[config.mk]
export PLATFORM = sky130hd
export DESIGN_NAME = jump_control_unit
export DESIGN_NICKNAME = d
export VERILOG_FILES = /design/src/rtl/jump_control_unit.sv
export SDC_FILE = /design/constraint.sdc
export NUM_CORES = 1
export LEC_CHECK = 0
export BUFFER_PORTS_ARGS = -buffer_cell sky130_fd_sc_hd__buf_2
export CAP_MARGIN = 20
export CORE_AREA = 2 2 46 48
export CTS_CLUSTER_DIAMETER = 60
export DETAILED_ROUTE_END_ITERATION = 7
export DIE_AREA = 0 0 48 50
export GPL_ROUTABILITY_DRIVEN = 0
export PLACE_DENSITY = 0.74
export SYNTH_ARGS = -nofsm -noshare
export SYNTH_HDL_FRONTEND = slang
export SYNTH_SLANG_ARGS = --single-unit
[constraint.sdc]
create_clock -name clk -period 1.85 [get_ports clk]
set_input_delay 0.37 -clock clk [delete_from_list [all_inputs] [get_ports clk]]
set_output_delay 0.37 -clock clk [all_outputs]
set_load 0.01 [all_outputs]
[src/rtl/jump_control_unit.sv]
// Hardwired fetch / control-transfer sequencer (jr, jal, br, nop, halt) for the Datapath.
// Optional macro JCU_BRANCH_EN enables the br sequence; when undefined, br decodes as nop.
module jump_control_unit #(
   parameter logic [4:0] OP_ADD   = 5'b00011,
   parameter logic [3:0] LINK_REG = 4'd15
) (
   input  logic        clk,
   input  logic        clr,
   input  logic [31:0] IR,
   input  logic        CON_FF,
   input  logic        mem_rdy,
   output logic        PC_out,
   output logic        MDR_out,
   output logic        Zlo_out,
   output logic        R_out,
   output logic        C_out,
   output logic        MARin,
   output logic        MDRin,
   output logic        IRin,
   output logic        PCin,
   output logic        Yin,
   output logic        Zlowin,
   output logic        Rin,
   output logic        CONin,
   output logic        IncPC,
   output logic        Read,
   output logic        Write,
   output logic        Gra,
   output logic        Grb,
   output logic        Grc,
   output logic        BAout,
   output logic        link_sel,
   output logic [3:0]  link_idx,
   output logic [4:0]  op_sel,
   output logic        Run,
   output logic [3:0]  state_view
);

   typedef enum logic [3:0] {
      S_RST  = 4'd0,
      S_T0   = 4'd1,
      S_T1   = 4'd2,
      S_T2   = 4'd3,
      S_T3   = 4'd4,
      S_T4   = 4'd5,
      S_T5   = 4'd6,
      S_T6   = 4'd7,
      S_HALT = 4'd8
   } state_t;

   localparam logic [4:0] OPC_BR   = 5'b10010;
   localparam logic [4:0] OPC_JR   = 5'b10011;
   localparam logic [4:0] OPC_JAL  = 5'b10100;
   localparam logic [4:0] OPC_HALT = 5'b11010;

   state_t      state_reg;
   state_t      state_next;
   logic [4:0]  opcode;
   logic        is_br;
   logic        unused_ir;

   assign opcode    = IR[31:27];
   assign unused_ir = &{1'b0, IR[26:0]};

`ifdef JCU_BRANCH_EN
   assign is_br = (opcode == OPC_BR);
`else
   assign is_br = 1'b0;
`endif

   always_ff @(posedge clk or negedge clr) begin
      if (!clr) state_reg <= S_RST;
      else      state_reg <= state_next;
   end

   // These strobes are never used by this instruction group.
   assign Write      = 1'b0;
   assign Grb        = 1'b0;
   assign Grc        = 1'b0;
   assign BAout      = 1'b0;
   assign link_idx   = LINK_REG;
   assign state_view = state_reg;

   // Strobes decode from the state register; IR matters only in T3/T4, CON_FF only in T6.
   always_comb begin
      state_next = state_reg;
      PC_out   = 1'b0;
      MDR_out  = 1'b0;
      Zlo_out  = 1'b0;
      R_out    = 1'b0;
      C_out    = 1'b0;
      MARin    = 1'b0;
      MDRin    = 1'b0;
      IRin     = 1'b0;
      PCin     = 1'b0;
      Yin      = 1'b0;
      Zlowin   = 1'b0;
      Rin      = 1'b0;
      CONin    = 1'b0;
      IncPC    = 1'b0;
      Read     = 1'b0;
      Gra      = 1'b0;
      link_sel = 1'b0;
      op_sel   = 5'd0;
      Run      = 1'b0;
      case (state_reg)
         S_RST: state_next = S_T0;
         S_T0: begin
            Run = 1'b1; PC_out = 1'b1; MARin = 1'b1; IncPC = 1'b1; Zlowin = 1'b1;
            state_next = S_T1;
         end
         S_T1: begin
            // Read/MDRin stay up for every wait state until memory answers.
            Run = 1'b1; Zlo_out = 1'b1; PCin = 1'b1; Read = 1'b1; MDRin = 1'b1;
            if (mem_rdy) state_next = S_T2;
         end
         S_T2: begin
            Run = 1'b1; MDR_out = 1'b1; IRin = 1'b1;
            state_next = S_T3;
         end
         S_T3: begin
            Run = 1'b1;
            state_next = S_T0;
            if (opcode == OPC_JR) begin
               Gra = 1'b1; R_out = 1'b1; PCin = 1'b1;
            end else if (opcode == OPC_JAL) begin
               PC_out = 1'b1; Rin = 1'b1; link_sel = 1'b1;
               state_next = S_T4;
            end else if (is_br) begin
               Gra = 1'b1; R_out = 1'b1; CONin = 1'b1;
               state_next = S_T4;
            end else if (opcode == OPC_HALT) begin
               state_next = S_HALT;
            end
         end
         S_T4: begin
            Run = 1'b1;
            state_next = S_T0;
            if (opcode == OPC_JAL) begin
               Gra = 1'b1; R_out = 1'b1; PCin = 1'b1;
            end else if (is_br) begin
               PC_out = 1'b1; Yin = 1'b1;
               state_next = S_T5;
            end
         end
         S_T5: begin
            Run = 1'b1; C_out = 1'b1; Zlowin = 1'b1; op_sel = OP_ADD;
            state_next = S_T6;
         end
         S_T6: begin
            Run = 1'b1; Zlo_out = 1'b1; PCin = CON_FF;
            state_next = S_T0;
         end
         S_HALT: state_next = S_HALT;
         default: state_next = S_RST;
      endcase
   end

endmodule
# After elaboration in Yosys (flattened, before gate mapping)
# Index checks and enable logic that the tools add are counted.
[totals]
input_bits = 36
reg_bits = 4
[classes]
mux = 20
n_reduce_logical = 5
eq_ne = 12
[op_table]
columns = ["cell", "n"]
rows = [
  ["one-hot mux 4 bit (7 select lines)", 1],
  ["equality test 4 x 3 -> 1 bit, second input constant", 4],
  ["two-way mux 4 bit", 4],
  ["equality test 5 bit, second input constant", 3],
  ["two-way mux 1 bit", 11],
  ["equality test 4 x 2 -> 1 bit, second input constant", 2],
  ["OR reduction 7 bit", 1],
  ["equality test 4 x 1 -> 1 bit, second input constant", 1],
  ["equality test 4 bit, second input constant", 1],
  ["zero test 4 bit", 1],
  ["one-hot mux 1 bit (2 select lines)", 2],
  ["one-hot mux 1 bit (4 select lines)", 1],
  ["OR reduction 2 bit", 2],
  ["OR reduction 3 bit", 1],
  ["two-way mux 2 bit", 1],
  ["inequality test 2 bit, second input constant", 1],
]

# Logic depth before layout (Yosys ltp)
# Gate-level depths: netlist (run 1).
[depth]
word_depth = 5
depth_mapped = 5
depth_no_buf = 3

# Worst setup path before layout (run 1)
# Ideal clock, no wire load.
[synth_timing]
kind = "register -> output"
startpoint = "register state_reg[0] (netlist: state_view[0])"
endpoint = "output port link_sel"
t_required_ps = 1480
stages_incl_launch_ff = 5
t_arrival_ps = 1579
n_path_buf = 2
slack_ps = -99
path_cell_list = "dfrtp_1 buf_6 or3_1 nor4_1 buf_4"
[synth_between]
elab_chain_len = 2
[synth_lines]
columns = ["element", "line", "source"]
rows = [
  ["from (decl)", "56", "state_t state_reg;"],
  ["from (signal assigned)", "73", "else state_reg <= state_next;"],
  ["equality test 4 x 3 -> 1 bit", "--", ""],
  ["two-way mux 1 bit", "--", ""],
  ["to (decl)", "32", "output logic link_sel,"],
]
# No other way between the ends.

# Worst setup path after layout (run 1)
[layout_timing]
startpoint = "register state_reg[2] (netlist: state_view[2])"
endpoint = "output port PC_out"
[layout_between]
elab_chain_len = 2
elab_cells_between_ends = 3
cone_classes = "eq/ne: 2; mux: 1"
[layout_lines]
columns = ["element", "line", "source"]
rows = [
  ["equality test 4 x 3 -> 1 bit / equality test 4 x 1 -> 1 bit (equally long branches)", "106", "case (state_reg)"],
  ["one-hot mux 1 bit (2 select lines) (*)", "106", ""],
  ["to (decl)", "12", "output logic PC_out,"],
]
# Mark *: on every way between the ends. The rest lies on a longest branch, timed or not.

==> results of run 1 <==
[metrics by stage]
step           instance area, um2  cells
2_1_floorplan                 581     79
3_3_place_gp                  636    118
3_5_place_dp                  636    118
4_1_cts                       704    126
5_1_grt                       749    128
6_report                      749    128
[layer usage]
metal,vias to the layer above,part of all wire [%]
li1,268,-
met1,239,43
met2,41,44
met3,2,12
met4,0,0.97
met5,-,0
[cell usage in the layout, fill, tap and decap left out, drive strengths merged]
cell	instances
a211oi	1
a21oi	4
a31o	1
and4bb	1
buf	42
clkbuf	3
conb	13
dfrtp	4
dlygate4sd3	1
inv	2
nand2	2
nand2b	3
nand3	1
nand3b	3
nor2	3
nor3	5
nor3b	1
nor4	1
nor4bb	1
o2111a	1
o21ai	1
o221a	1
o31a	1
or2	1
or2b	1
or3	1
or4	1
xor2	1
[power by group]
group          internal (mW)  switching [mW]  leakage (nW)
Sequential             0.122          0.0334        0.0499
Clock                 0.0727          0.0379        0.0138
Combinational          0.376           0.374         0.344
Total                  0.570           0.445         0.407
[final cells by class]
cell class	instances	area, um2	area share (%)
inverters	2	7.51	1.00
repair buffers	43	260	34.7
multi-input cells	49	324	43.2
flip-flops and latches	4	101	13.5
well taps	27	33.8	4.51
clock buffers	3	22.5	3.01
[final timing paths]
check,to
min reg2reg,state_view[2]
min in group clk,state_view[2]
max,PC_out
max reg2reg,state_view[0]
min,state_view[1]
max in group asynchronous,state_view[0]
[kinds of logic after synthesis]
family,Yosys count,synth area share [%]
XOR/XNOR,1,1.64
AND/OR/NAND/NOR,25,29.6
other,2,1.41
buffers and inverters,26,34.0
flip-flops,4,18.8
AO/OA/AOI/OAI,10,14.6
[critical path, stage by stage (launching register included)]
cell	delay (ns)
dfrtp_1	0.37
nand3b_1	0.13
or4_4	0.45
a211oi_2	0.19
buf_2	0.16
[timing repair]
item                                    CTS  global route
endpoints found under the setup margin    8            14
hold buffers                              1             0
endpoints found under the hold margin     4             0
pin swaps                                 3             2
setup buffers                             4             2
cloned                                    0             0
resized for setup                         2             7
==> impl_metrics.ini, run 1 <==
[floorplanning]
ios = 71
core-area_um2 = 1900
dieArea_um2 = 2400
initial_core_util_pct = 28.0
rows = 16
die_y_um = 50
die_w_um = 48

[critical_path]
worstSetupPathType = flop to output pin
cp_max_fo = 4
r2r_start = state_view[2]
worstSetupStartpointType = flop
rr_worst_depth = 3
r2r_slack_ns = 0.61
startpoint = state_view[2]
arrival_ns = 1.54
cp-end-kind = output pin
critPathRequiredTime_ns = 1.48

[synth]
synthFlopType = dfrtp_1
yosys.area.top_type = buf_4
syn_inst = 68
synth_warnings = 0
synth.area.top_cells = buf_4 (28%), dfrtp_1 (19%), nor3_1 (4.7%)
netlist.area_leader.share_pct = 28.2
yosysMostFrequentCell = buf_4
syn_area_per_cell_um2 = 7.84
syn_area_um2 = 533
ys_seq_area_share_pct = 18.8
async_flop_share_pct = 100
ys_types = 29
ys_seq_elements = 4
synth_edf_count = 0
netlist_top_cells_count = buf_4 (20), nor3_1 (5), a21oi_1 (4), dfrtp_1 (4)

[placed_design]
port_buffers = 30
hpwl_um = 946
place_ws_ns = -0.0119

[global_routing]
grt.met1_usage_pct = 14.3
gr-max-usage-layer = met2
grt_usage_pct = 10.7
grt_start_max_net_pins = 14
grt_pass1_wl_um = 1870
grt_pass1_vias = 461
use_met2_pct = 15.8
antenna_found_initial = 0
grt_overflow = 0
use_met3_pct = 1.10

[routing]
drtAntennaViolNets = 0
drt-pass1-iter-count = 4
drt_wl_total_um = 1240
vias_per_cell = 4.30
vias = 550
drt-initial-drc-count = 20
drc = 0
wl_per_cell_um = 9.70

[cells_and_area]
drive_gt1_share_pct = 56.4
n_antenna_cell = 0
nFillCells = 209
largest_reg_flops = 4
fin_util_pct = 39.4
nets = 139
area_growth_pct = 40.6

[power_and_ir_drop]
finalPower_mw = 1.02
leakage_nw = 0.407
power_density_nw_per_um2 = 1350
peakVddDrop_mv = 0.641

[sta]
skew_ns = 0.000413
setup_viol = 1
fmax_mhz = 525
post-route-period-util_pct = 103
post-route-min-period_ns = 1.91
rsz0062_at_grt = true
fin_tns_setup_ns = -0.0550
setup_slack_ns = -0.0550
drv_slew = 0
whs_ns = 0.467
hold_viol_final = 0

[clock_tree]
cts_made_buffers = 3
cts_tree = built
cts.sinks = 4
clock_path_buffers = 2
path_clk_slew_ns = 0.04
clkLatencyLatePin_ns = 0.24
cts_root_buffer = clkbuf_4
htreeDepth = 1

[worst_hold_path]
hp-class = input port to asynchronous set/reset pin

[status]
status = finished with violations
violations = negative setup slack

[run]
max_cap_violations = 0
Power figures use the tool's default switching activity.
==> run 2, diff against run 1 <==
SETUP_SLACK_MARGIN = 0.4   (was unset)
TNS_END_PERCENT = 20   (was unset)
==> impl_metrics.ini, run 2 (synthesis results as in run 1) <==
[status]
status = finished with violations
violations = negative setup slack

[floorplanning]
die_w_um = 48
rows = 16
dieArea_um2 = 2400
ios = 71
core-area_um2 = 1900
die_y_um = 50
initial_core_util_pct = 28.0

[sta]
setup_slack_ns = -0.103
whs_ns = 0.475
post-route-period-util_pct = 106
hold_viol_final = 0
skew_ns = 0.00364
drv_slew = 0
post-route-min-period_ns = 1.95
setup_viol = 4
fmax_mhz = 512
rsz0062_at_grt = true

[critical_path]
crit_path_max_incr_delay_ns = 0.56
cp.buffers_inverters = 1
arrival_ns = 1.58
cp_slowest_cell = or4_4
critPathRequiredTime_ns = 1.48
cp-end-kind = output pin
worstSetupPathType = flop to output pin
crit_chain = or4_4, a211oi_4, buf_2
cp_max_fo = 7
worstSetupStartpointType = flop
cpLargestDelayFamily = simple AND/OR/NAND/NOR gates

[clock_tree]
cts_tree = built
clock_path_buffers = 2
cts_made_buffers = 3
htreeDepth = 1
clkLatencyLatePin_ns = 0.23
path_clk_slew_ns = 0.04
cts_root_buffer = clkbuf_4
cts.sinks = 4

[cells_and_area]
multi_input_area_um2 = 368
seqCellArea_um2 = 103
largest_reg_flops = 4
mostFrequentLayoutCell = buf_2
final_cell_area_um2 = 816
area_growth_pct = 53.1
fin_util_pct = 42.9
final_cell_mix = buf_2 (28), conb_1 (13), buf_4 (10), buf_6 (5)
drive_gt1_share_pct = 61.8
nFillCells = 193
nets = 140
n_antenna_cell = 0

[power_and_ir_drop]
power_density_nw_per_um2 = 1360
leakage_nw = 0.419
peakVddDrop_mv = 0.485
finalPower_mw = 1.11

[placed_design]
place_area_um2 = 694
port_buffers = 30
place_ws_ns = -0.0211
hpwl_um = 1100

[routing]
highest_layer = met4
wl_met1_um = 562
dr_wl_met3_um = 86
drt_wl_total_um = 1310
wl_met2_um = 646
drc = 0
drt-pass1-iter-count = 3
vias = 556
vias_per_cell = 4.31
wl_per_cell_um = 10.2
drtAntennaViolNets = 0
drt-initial-drc-count = 2

[worst_hold_path]
hp-class = input port to flop

[global_routing]
grt_pass1_vias = 483
antenna_found_initial = 0
grt_start_max_net_pins = 9
grt_overflow = 0
grt_pass1_wl_um = 2000
grt_usage_pct = 11.7

[run]
max_cap_violations = 0
## run 2: area by class of cell
type	count	share of cell area, %
flip-flops and latches	4	12.6
well taps	27	4.14
repair buffers	44	34.5
inverters	2	0.920
clock buffers	3	2.76
multi-input cells	49	45.1
## run 2: worst reg2reg max path: cells and delay by family (launching register included)
family	cells	cell delay [ns]
DFF	1	0.44
and+or+nand+nor	1	0.38
AOI/OAI and AO/OA	1	0.24
buffers and inverters	1	0.16
## run 2: path summary, 6_finish.rpt
path,startpoint,depth (start not counted),end,slack (ns)
worst max-delay path,state_view[0],3,PC_out,-0.10
worst min-delay path,IR[30],3,state_view[2],0.47
worst max register to register,state_view[0],3,state_view[0],0.51
worst min register to register,state_view[3],2,state_view[2],0.63
max in group asynchronous,clr,2,state_view[0],1.23
min in group asynchronous,clr,2,state_view[1],0.48
## run 2: timing repair
action	CTS	global route
gates resized for setup	16	1
pin swaps	6	4
hold endpoints to repair	4	0
setup endpoints to repair	18	18
setup buffers	2	0
cloned	0	0
hold buffers	1	0
## run 2: where the power goes
group,leakage (nW),internal (mW),switching (mW)
registers,0.0487,0.124,0.0600
logic,0.356,0.430,0.390
clock network,0.0138,0.0723,0.0322
total,0.419,0.626,0.482
## run 2: per-layer routing
layer | vias up | global-route usage, %
li1 | 272 | -
met1 | 250 | 13.5
met2 | 32 | 19.8
met3 | 2 | 1.10
met4 | 0 | 6.76
met5 | - | 0
## run 2: metrics by stage
stage,TNS [ns],instances
floorplan,0,79
global placement,-0.00610,123
detailed placement,-0.0211,123
CTS,-0.290,129
global route,-0.660,129
finish,-0.230,129
==> run 3, diff against run 2 <==
--- a/config.mk
+++ b/config.mk
@@ -14,2 +14,3 @@
 export GPL_ROUTABILITY_DRIVEN = 0
+export HOLD_SLACK_MARGIN = 0.15
 export PLACE_DENSITY = 0.74
==> constraint.sdc (replaced) <==
create_clock -name clk -period 1.85 [get_ports clk]
set_input_delay 0.2775 -clock clk [delete_from_list [all_inputs] [get_ports clk]]
set_output_delay 0.2775 -clock clk [all_outputs]
set_load 0.01 [all_outputs]
==> impl_metrics.ini, run 3 (synthesis results as in run 1) <==
[status]
violations = negative setup slack
status = finished with violations

[floorplanning]
initial_core_util_pct = 28.0
die_w_um = 48
rows = 16
dieArea_um2 = 2400
die_y_um = 50
core-area_um2 = 1900
ios = 71

[sta]
setup_viol = 1
skew_ns = 0.000924
whs_ns = 0.384
setup_slack_ns = -0.0106
drv_slew = 0
fin_tns_setup_ns = -0.0106
post-route-period-util_pct = 101
post-route-min-period_ns = 1.86
rsz0062_at_grt = true
fmax_mhz = 537
hold_viol_final = 0

[critical_path]
crit_path_max_incr_delay_ns = 0.55
arrival_ns = 1.58
cp-end-kind = output pin
cp_slowest_cell = or4_4
cp_max_fo = 7
critPathRequiredTime_ns = 1.57
worstSetupPathType = flop to output pin
crit_chain = or4_4, a211oi_4, buf_2
worstSetupStartpointType = flop

[power_and_ir_drop]
power_density_nw_per_um2 = 1390
p_clk_share_pct = 10.3
swShare_pct = 45.0
pwr-share-comb_pct = 74.4
p_sw_mw = 0.488
peakVddDrop_mv = 0.477
p_int_mw = 0.596
leakage_nw = 0.403
power.share.sequential_pct = 15.3

[global_routing]
grt_start_max_net_pins = 13
grt_pass1_vias = 453
grt_pass1_wl_um = 1990
grt_overflow = 0
antenna_found_initial = 0
grt_usage_pct = 12.2

[routing]
vias = 556
drc = 0
drt-pass1-iter-count = 4
vias_per_cell = 4.41
drtAntennaViolNets = 0
wl_per_cell_um = 11.2
drt-initial-drc-count = 9
drt_wl_total_um = 1420

[placed_design]
place_ws_ns = 0.117
place_inst = 117
port_buffers = 30
hpwl_um = 1060

[clock_tree]
path_clk_slew_ns = 0.04
clkLatencyLatePin_ns = 0.24
cts_root_buffer = clkbuf_4
clock_path_buffers = 2
htreeDepth = 1
cts.sinks = 4
cts_made_buffers = 3
cts_tree = built

[cells_and_area]
n_antenna_cell = 0
layout.cells.non_filler = 126
fin_util_pct = 41.1
nets = 137
mostFrequentLayoutCell = buf_2
area_growth_pct = 46.5
final_cell_mix = buf_2 (29), conb_1 (13), buf_4 (7), a21oi_1 (4), buf_6 (4)
drive_gt1_share_pct = 57.6
largest_reg_flops = 4

[worst_hold_path]
hp-class = input port to asynchronous set/reset pin

[run]
max_cap_violations = 0
run 3: cell types whose count changed in the layout (fill, tap and decap cells not counted):
cell	before	now
a21oi_1	3	4
a21oi_2	1	0
buf_2	28	29
buf_4	10	7
buf_6	5	4
nor2_1	2	3
nor2_4	1	0
nor3_1	2	3
nor3_2	3	0
nor3_4	0	2
or2_2	0	1
or2_4	1	0
run 3: cell type report:
type / count / area, um2
fillers: 213 / 1120
multi-input cells: 49 / 362
repair buffers: 41 / 253
flip-flops and latches: 4 / 103
well taps: 27 / 33.8
clock buffers: 3 / 22.5
inverters: 2 / 7.51
run 3: worst paths after layout:
path / from / to / slack (ns) / cells past startpoint
worst min-delay path: clr / state_view[2] / 0.38 / 2
worst min register to register: state_view[3] / state_view[2] / 0.61 / 2
worst max register to register: state_view[0] / state_view[0] / 0.51 / 3
min in group clk: IR[30] / state_view[2] / 0.44 / 3
worst max-delay path: state_view[0] / PC_out / -0.01 / 3
max in group asynchronous: clr / state_view[0] / 1.33 / 2
run 3: per-layer routing:
layer | vias to the layer above | track usage (%) | part of all wire [%] | wire length (um)
li1 | 266 | - | - | -
met1 | 248 | 13.1 | 38 | 534
met4 | 0 | 10.8 | 4.0 | 57
met5 | - | 0 | 0 | 0
met2 | 37 | 19.1 | 49 | 691
met3 | 5 | 2.20 | 9.3 | 132
run 3: through the flow:
stage | instance area [um2] | power, mW
2_1_floorplan | 603 | 0.638
3_3_place_gp | 649 | 0.780
3_5_place_dp | 649 | 0.796
4_1_cts | 734 | 1.01
5_1_grt | 781 | 1.17
6_report | 781 | 1.08
run 3: repair_timing:
action | CTS | global route
hold endpoints to repair | 4 | 0
buffers inserted | 2 | 3
hold buffers | 1 | 0
gates resized for setup | 9 | 4
endpoints found under the setup margin | 19 | 18
pin swaps | 2 | 4
run 3: worst max-delay path: cells and delay by family, from the launching register on:
kind | cells | cell delay, ns
buf+inv | 1 | 0.16
flops | 1 | 0.44
simple gates | 1 | 0.55
compound gates | 1 | 0.20
run 3: power by group through the flow:
| stage | Combinational (mW) | Sequential, mW | Clock [mW] |
|---|---|---|---|
| floorplan | 0.475 | 0.162 | 0 |
| global placement | 0.607 | 0.173 | 0 |
| detailed placement | 0.622 | 0.174 | 0 |
| CTS | 0.724 | 0.169 | 0.118 |
| global route | 0.882 | 0.171 | 0.118 |
| finish | 0.807 | 0.166 | 0.112 |
